## src/rtl/hpdmc_wrburst_ctl.sv

```systemverilog
// DDR write-burst sequencer: latches one 4-beat burst, waits WL cycles, then drives ODDR2 DQ/DM/DQS with pre/postamble.
// Latency WL cycles accept-to-preamble, WL+4 cycles per burst; wr_ready low outside IDLE or while rd_busy holds DQ.
module hpdmc_wrburst_ctl #(
    parameter int WL = 2
) (
    input  logic        sys_clk,
    input  logic        sys_rst,
    input  logic        wr_valid,
    output logic        wr_ready,
    input  logic [63:0] wr_data,
    input  logic [7:0]  wr_mask,
    input  logic        rd_busy,
    output logic [15:0] dq_d0,
    output logic [15:0] dq_d1,
    output logic [1:0]  dm_d0,
    output logic [1:0]  dm_d1,
    output logic        dqs_d0,
    output logic        dqs_d1,
    output logic        dq_oe,
    output logic        dqs_oe,
    output logic        done
);

    typedef enum logic [2:0] {
        S_IDLE, S_WAIT, S_PRE, S_BURST0, S_BURST1, S_POST
    } state_t;

    state_t      r_state, w_state_nxt;
    logic [2:0]  r_cnt, w_cnt_nxt;
    logic [63:0] r_data;
    logic [7:0]  r_mask;
    logic        w_accept;

    logic [15:0] w_dq_d0, w_dq_d1;
    logic [1:0]  w_dm_d0, w_dm_d1;
    logic        w_dqs_d0, w_dq_oe, w_dqs_oe, w_done;

    assign wr_ready = (r_state == S_IDLE) && !rd_busy && !sys_rst;
    assign w_accept = wr_valid && wr_ready;

    always_comb begin
        w_state_nxt = r_state;
        w_cnt_nxt   = r_cnt;
        case (r_state)
            S_IDLE: begin
                if (w_accept) begin
                    w_cnt_nxt   = 3'(WL - 1);
                    w_state_nxt = (WL > 1) ? S_WAIT : S_PRE;
                end
            end
            S_WAIT: begin
                w_cnt_nxt = r_cnt - 3'd1;
                if (r_cnt == 3'd1)
                    w_state_nxt = S_PRE;
            end
            S_PRE:    w_state_nxt = S_BURST0;
            S_BURST0: w_state_nxt = S_BURST1;
            S_BURST1: w_state_nxt = S_POST;
            S_POST:   w_state_nxt = S_IDLE;
            default:  w_state_nxt = S_IDLE;
        endcase
    end

    // Outputs are decoded from the state being entered so they register alongside it.
    always_comb begin
        w_dq_d0  = '0;
        w_dq_d1  = '0;
        w_dm_d0  = '0;
        w_dm_d1  = '0;
        w_dqs_d0 = 1'b0;
        w_dq_oe  = 1'b0;
        w_dqs_oe = 1'b0;
        w_done   = 1'b0;
        case (w_state_nxt)
            S_PRE: w_dqs_oe = 1'b1;
            S_BURST0: begin
                w_dq_oe  = 1'b1;
                w_dqs_oe = 1'b1;
                w_dqs_d0 = 1'b1;
                w_dq_d0  = r_data[15:0];
                w_dq_d1  = r_data[31:16];
                w_dm_d0  = r_mask[1:0];
                w_dm_d1  = r_mask[3:2];
            end
            S_BURST1: begin
                w_dq_oe  = 1'b1;
                w_dqs_oe = 1'b1;
                w_dqs_d0 = 1'b1;
                w_dq_d0  = r_data[47:32];
                w_dq_d1  = r_data[63:48];
                w_dm_d0  = r_mask[5:4];
                w_dm_d1  = r_mask[7:6];
            end
            S_POST: begin
                w_dqs_oe = 1'b1;
                w_done   = 1'b1;
            end
            default: ;
        endcase
    end

    always_ff @(posedge sys_clk) begin
        if (sys_rst) begin
            r_state <= S_IDLE;
            r_cnt   <= '0;
            r_data  <= '0;
            r_mask  <= '0;
            dq_d0   <= '0;
            dq_d1   <= '0;
            dm_d0   <= '0;
            dm_d1   <= '0;
            dqs_d0  <= 1'b0;
            dqs_d1  <= 1'b0;
            dq_oe   <= 1'b0;
            dqs_oe  <= 1'b0;
            done    <= 1'b0;
        end else begin
            r_state <= w_state_nxt;
            r_cnt   <= w_cnt_nxt;
            if (w_accept) begin
                r_data <= wr_data;
                r_mask <= wr_mask;
            end
            dq_d0  <= w_dq_d0;
            dq_d1  <= w_dq_d1;
            dm_d0  <= w_dm_d0;
            dm_d1  <= w_dm_d1;
            dqs_d0 <= w_dqs_d0;
            dqs_d1 <= 1'b0;
            dq_oe  <= w_dq_oe;
            dqs_oe <= w_dqs_oe;
            done   <= w_done;
        end
    end

endmodule

```

## config.mk

```make
export PLATFORM = sky130hd
export DESIGN_NAME = hpdmc_wrburst_ctl
export DESIGN_NICKNAME = d
export VERILOG_FILES = /design/src/rtl/hpdmc_wrburst_ctl.sv
export SDC_FILE = /design/constraint.sdc
export NUM_CORES = 1
export LEC_CHECK = 0
export ABC_CLOCK_PERIOD_IN_PS = 1700
export BUFFER_PORTS_ARGS = -buffer_cell sky130_fd_sc_hd__buf_4
export CORE_MARGIN = 3
export CORE_UTILIZATION = 45
export CTS_CLUSTER_SIZE = 30
export DETAILED_ROUTE_END_ITERATION = 12
export PLACE_DENSITY = 0.73
export REMOVE_ABC_BUFFERS = 1
export SLEW_MARGIN = 25
export SYNTH_ARGS = -nofsm -noshare
export SYNTH_HDL_FRONTEND = slang
export SYNTH_SLANG_ARGS = --single-unit
```

## constraint.sdc

```tcl
create_clock -name sys_clk -period 1.7 [get_ports sys_clk]
set_input_delay 0.255 -clock sys_clk [delete_from_list [all_inputs] [get_ports sys_clk]]
set_output_delay 0.255 -clock sys_clk [all_outputs]
set_load 0.02 [all_outputs]
```

==> flow_metrics.tcl, run 1 <==
set metrics [dict create \
    clk_pin_slew_ns 0.06 \
    rsz0062_at_grt "yes" \
    finalNonFillerCells 775 \
    first_global_vias 3901 \
    vias_per_cell 5.60 \
    fin_nets 713 \
    p_comb_share_pct 12.4 \
    worstHoldEndpoint "r_data[10]" \
    power-per-cell-area_nw_per_um2 1130 \
    hold_depth 3 \
    cts_root_buf "clkbuf_8" \
    synthCells 500 \
    synth-seq-cells 117 \
    layout_setup_ws_ns -0.165 \
    fillCellCount 717 \
    die_area_sq_um 11100 \
    r2r_slack_ns -0.05 \
    layout_commonest_cell "buf_4" \
    min-delay-start "wr_data[10]" \
    core.rowCount 35 \
    internal-power_mw 5.69 \
    htree_levels 4 \
    clock-sinks 117 \
    synth_cell_types 33 \
    path_class "reg2out" \
    post-route-period-util_pct 110 \
    crit_path_max_fanout 3 \
    status "complete, but fails checks" \
    postLayoutCellArea_sq_um 6600 \
    clockBufferDepth 2 \
    first_pass_iters 5 \
    hp-class "in2reg" \
    p_total_mw 7.43 \
    leakage_nw 2.55 \
    pwr-share-clk_pct 48.9 \
    setup_viol 21 \
    die_h_microns 106 \
    grt_remaining_overflow 0 \
    cts_tree "done" \
    detailedPlace.worstSlack_ns -0.0160 \
    synth.cell_area_sq_um 4460 \
    grt_pass1_wl_microns 18900 \
    portBuffers 116 \
    skew_ns 0.00929 \
    vias 4337 \
    reg2reg_to "r_data[36]" \
    clk-insertion-delay-late_ns 0.51 \
    layout_common_cells "buf_4, dfxtp_1, nand3_1" \
    crit_arrival_ns 1.61 \
    min_period_ns 1.86 \
    synthArstFlopShare_pct 0 \
    hold_violations 0 \
    cap_violations 0 \
    drt-initial-drc-count 298 \
    synth_ff_type "dfxtp_1" \
    ant_nets 0 \
    seqPwrFrac_pct 38.8 \
    boundaryPins 118 \
    syn_avg_cell_area_sq_um 8.93 \
    grt_max_degree 83 \
    drc 0 \
    grt_usage_pct 21.0 \
    ir_drop_v 0.000684 \
    dp.cells 708 \
    place.gp.congestion 0.785 \
    synth_edf_count 0 \
    p_sw_mw 1.74 \
    wl_per_cell_microns 16.4 \
    relSlewSlack_pct 35.4 \
    antenna_found_initial 0 \
    drive_above_1_share_pct 33.9 \
    worst-slew-pin-transition_ns 0.969 \
    place_area_sq_um 5390 \
    fin_hold_ws_ns 0.0179 \
    switching_share_pct 23.4 \
    failed_checks "negative setup slack" \
    cp.required_ns 1.44 \
    syn2layout_area_growth_pct 47.8 \
    worstSetupEndpointType "output port" \
    fp.dieW_microns 106 \
    clock.fmax_mhz 536 \
    yosysSeqAreaShare_pct 52.5 \
    r2r-start "r_state[0]" \
    cts_buffers 17 \
    n_antenna_cell 0 \
    worstRegToRegCells 4 \
    coreArea_sq_um 9460 \
    initial_core_util_pct 47.2 \
    dp_hpwl_microns 6970 \
    finalWirelength_microns 12700 \
    synth_warnings 0 \
    slew_viol_final 0 \
    start_kind "flip-flop" \
]
Yosys cell counts, types with 2 or more instances:
master	number	area share (%)
a21oi_1	75	8.4
a22oi_1	36	6.1
and3b_1	2	0.39
buf_2	9	1.0
buf_4	9	1.5
buf_6	10	2.5
clkbuf_1	24	2.0
clkbuf_2	4	0.45
dfxtp_1	117	52
ha_1	2	0.56
inv_1	5	0.42
nand2b_1	3	0.42
nand3_1	72	8.1
nor2_1	38	3.2
nor2b_1	2	0.28
nor3b_1	2	0.34
o211ai_1	2	0.34
o21ai_0	72	8.1
o31ai_1	2	0.34
worst max-delay path, stage by stage, from the launching register on:
cell and delay, ns:
dfxtp_2 0.33, or4_4 0.55, nor2_4 0.10, buf_6 0.12
cells by family after synthesis:
logic type	after synthesis	share of synthesized area (%)
adders and majority gates	2	0.561
muxes	1	0.224
buffers and inverters	61	7.93
xor gates and xnor gates	1	0.196
AOI/OAI and AO/OA	191	24.0
and+or+nand+nor	126	14.6
DFF	117	52.5
other	1	0.0840
power by group through the flow:
stage / clock (mW) / sequential [mW] / combinational, mW
finish: 3.63 / 2.88 / 0.918
global route: 3.81 / 2.88 / 0.985
CTS: 3.65 / 2.87 / 0.731
detailed placement: 0 / 2.92 / 0.664
global placement: 0 / 2.92 / 0.643
floorplan: 0 / 2.93 / 0.280
cell type report:
class / count / area [sq um] / share of cell area [%]
clock inverter: 11 / 158 / 2.39
tap: 129 / 161 / 2.45
inverter: 5 / 18.8 / 0.285
clock buffer: 19 / 442 / 6.70
multi-input combinational: 323 / 1930 / 29.3
sequential: 117 / 2340 / 35.5
timing repair buffer: 171 / 1540 / 23.3
metal layers:
metal	wire length, microns	share of wire, %	track usage, %
met2	6270	49	32.6
met3	880	6.9	6.31
met4	165	1.3	5.74
met1	5430	43	28.4
met5	0	0	0
worst max path at each step:
stage	from	end	slack, ns
final	r_state[0]	wr_ready	-0.16
after global routing	r_state[0]	wr_ready	-0.20
after CTS	r_state[0]	wr_ready	-0.18
after detailed placement	sys_rst	dq_d0[8]	-0.02
after global placement	sys_rst	dq_d0[1]	0.03
after floorplan	rd_busy	r_cnt[2]	-1.43
through the flow:
stage / TNS [ns] / util (%)
2_1_floorplan: -103.90 / -
3_3_place_gp: 0 / 57.0
3_5_place_dp: -0.0998 / 57.0
4_1_cts: -0.331 / 66.1
5_1_grt: -2.83 / 69.7
6_report: -0.812 / 69.7
sequential cells by signal, indices dropped and copies added, names as in the netlist, 2 cells and up:
signal and flops:
dm_d0 2, dm_d1 2, dq_d0 16, dq_d1 16, r_cnt 3, r_data 64
r_mask 8, r_state 3
what timing repair did:
| action | 4_1_cts | 5_1_grt |
|---|---|---|
| gates cloned | 1 | 5 |
| pin swaps | 1 | 46 |
| hold buffers | 24 | 2 |
| endpoints found under the hold margin | 24 | 2 |
| resized for setup | 6 | 98 |
| setup endpoints to repair | 3 | 51 |
| buffers inserted | 1 | 4 |
No activity file was read; power rests on OpenSTA's default activity.
==> run 2: changes to the inputs <==
Settings changed: ABC_CLOCK_PERIOD_IN_PS 1700 to 2400, CAP_MARGIN set to 20, CORE_UTILIZATION 45 to 56, PLACE_DENSITY 0.73 to 0.87.
Clock period 1.7 ns to 2.4 ns, I/O delays scaled along.
==> run 2 against run 1 <==
The run now ends clean. Non-clock buffer count is 43 lower. Register-to-register slack improved by 0.50 ns. Sequential share of layout area increased by 4.3 points. Clock power is 26% lower. Utilization rose by 8.8 points. Critical path type unchanged. Highest routed layer unchanged.
==> flow_metrics.tcl, run 2 (same netlist as run 1, synthesis figures left out) <==
set metrics [dict create \
    syn2layout_area_growth_pct 31.8 \
    drive_above_1_share_pct 27.4 \
    initial_core_util_pct 59.6 \
    multiInputGateArea_sq_um 1790 \
    dp.cells 671 \
    start_kind "flip-flop" \
    setup_viol 0 \
    top_register "r_data" \
    die_area_sq_um 9080 \
    grt_usage_pct 26.5 \
    grt_max_degree 118 \
    grt_remaining_overflow 0 \
    status "completed" \
    power-per-cell-area_nw_per_um2 878 \
    fin_util_pct 78.6 \
    crit_path_max_fanout 13 \
    place.gp.congestion 0.809 \
    hold_violations 0 \
    antenna_found_initial 0 \
    drt-initial-drc-count 272 \
    crit_arrival_ns 1.91 \
    clock.fmax_mhz 440 \
    core.rowCount 31 \
    vias 4173 \
    finalNonFillerCells 705 \
    htree_levels 4 \
    cts_tree "done" \
    ff_latch_area_sq_um 2340 \
    drc 0 \
    fillCellCount 480 \
    top_regs "r_data x64, dq_d0 x16, dq_d1 x16" \
    ant_nets 0 \
    clk_pin_slew_ns 0.06 \
    cts_root_buf "clkbuf_8" \
    leakage_nw 2.28 \
    min_period_ns 2.27 \
    rsz0062_at_grt "no" \
    boundaryPins 118 \
    skew_ns 0.00846 \
    first_global_vias 3914 \
    fin_nets 671 \
    clockBufferDepth 2 \
    worst-slew-pin-transition_ns 0.812 \
    grt_pass1_wl_microns 18500 \
    dp_hpwl_microns 7010 \
    largest_reg_flops 64 \
    finalWirelength_microns 11900 \
    hp-class "in2reg" \
    finalSetupTns_ns 0 \
    coreArea_sq_um 7490 \
    portBuffers 116 \
    fp.dieW_microns 95.3 \
    wl_per_cell_microns 16.8 \
    path_class "reg2out" \
    worstSetupEndpointType "output port" \
    post-route-period-util_pct 94.7 \
    first_pass_iters 5 \
    cts_buffers 17 \
    clock-sinks 117 \
    layout_common_cells "buf_4, dfxtp_1, a21oi_1" \
    slew_viol_final 0 \
    cap_violations 0 \
    cp.required_ns 2.04 \
    p_total_mw 5.16 \
    relSlewSlack_pct 45.8 \
    clk-insertion-delay-late_ns 0.52 \
    fin_hold_ws_ns 0.0995 \
    n_antenna_cell 0 \
    r2r_slack_ns 0.45 \
    post_cts_buffers 0 \
    layout_commonest_cell "buf_4" \
    die_h_microns 95.3 \
    ir_drop_v 0.000579 \
    vias_per_cell 5.92 \
]
-- run 2: worst max-delay path: stages, from the launching register on --
cell	delay, ns
dfxtp_1	0.46
or4_4	0.66
nor2_1	0.12
buf_4	0.15
-- run 2: final timing paths --
| check | startpoint | end | cells past startpoint |
|---|---|---|---|
| setup / recovery | r_state[0] | wr_ready | 3 |
| hold / removal | wr_data[10] | r_data[10] | 3 |
| setup reg to reg | r_state[0] | r_data[25] | 4 |
| hold reg to reg | r_data[18] | r_data[18] | 2 |
-- run 2: area by class of cell --
cell class | instances | share of cell area, %
multi-input cells | 324 | 30.5
well taps | 99 | 2.11
repair buffers | 128 | 16.4
flip-flops and latches | 117 | 39.9
clock inverters | 7 | 2.40
inverters | 5 | 0.319
clock buffers | 25 | 8.40
-- run 2: layer usage --
layer  track usage [%]  part of all wire [%]
met1              31.7                    40
met2              42.3                    49
met3              7.02                   7.4
met4              16.5                   3.6
met5                 0                     0
-- run 2: timing repair --
item,4_1_cts,5_1_grt
resized for setup,0,1
pin swaps,1,1
endpoints found under the setup margin,1,1
gates cloned,1,1
hold buffers,0,0
-- run 2: metrics by stage --
| step | setup slack, ns | instance area, sq um |
|---|---|---|
| 3_3_place_gp | 0.416 | 5220 |
| 4_1_cts | 0.0630 | 5870 |
| 5_1_grt | 0.0384 | 5880 |
| 6_report | 0.128 | 5880 |
| 3_5_place_dp | 0.306 | 5220 |
| 2_1_floorplan | -0.835 | 4130 |
-- run 2: power by group --
part / internal (mW) / switching, mW / leakage [nW]
combinational: 0.177 / 0.263 / 1.02
sequential: 2.00 / 0.0412 / 0.948
clock: 1.83 / 0.856 / 0.309
total: 4.00 / 1.16 / 2.28
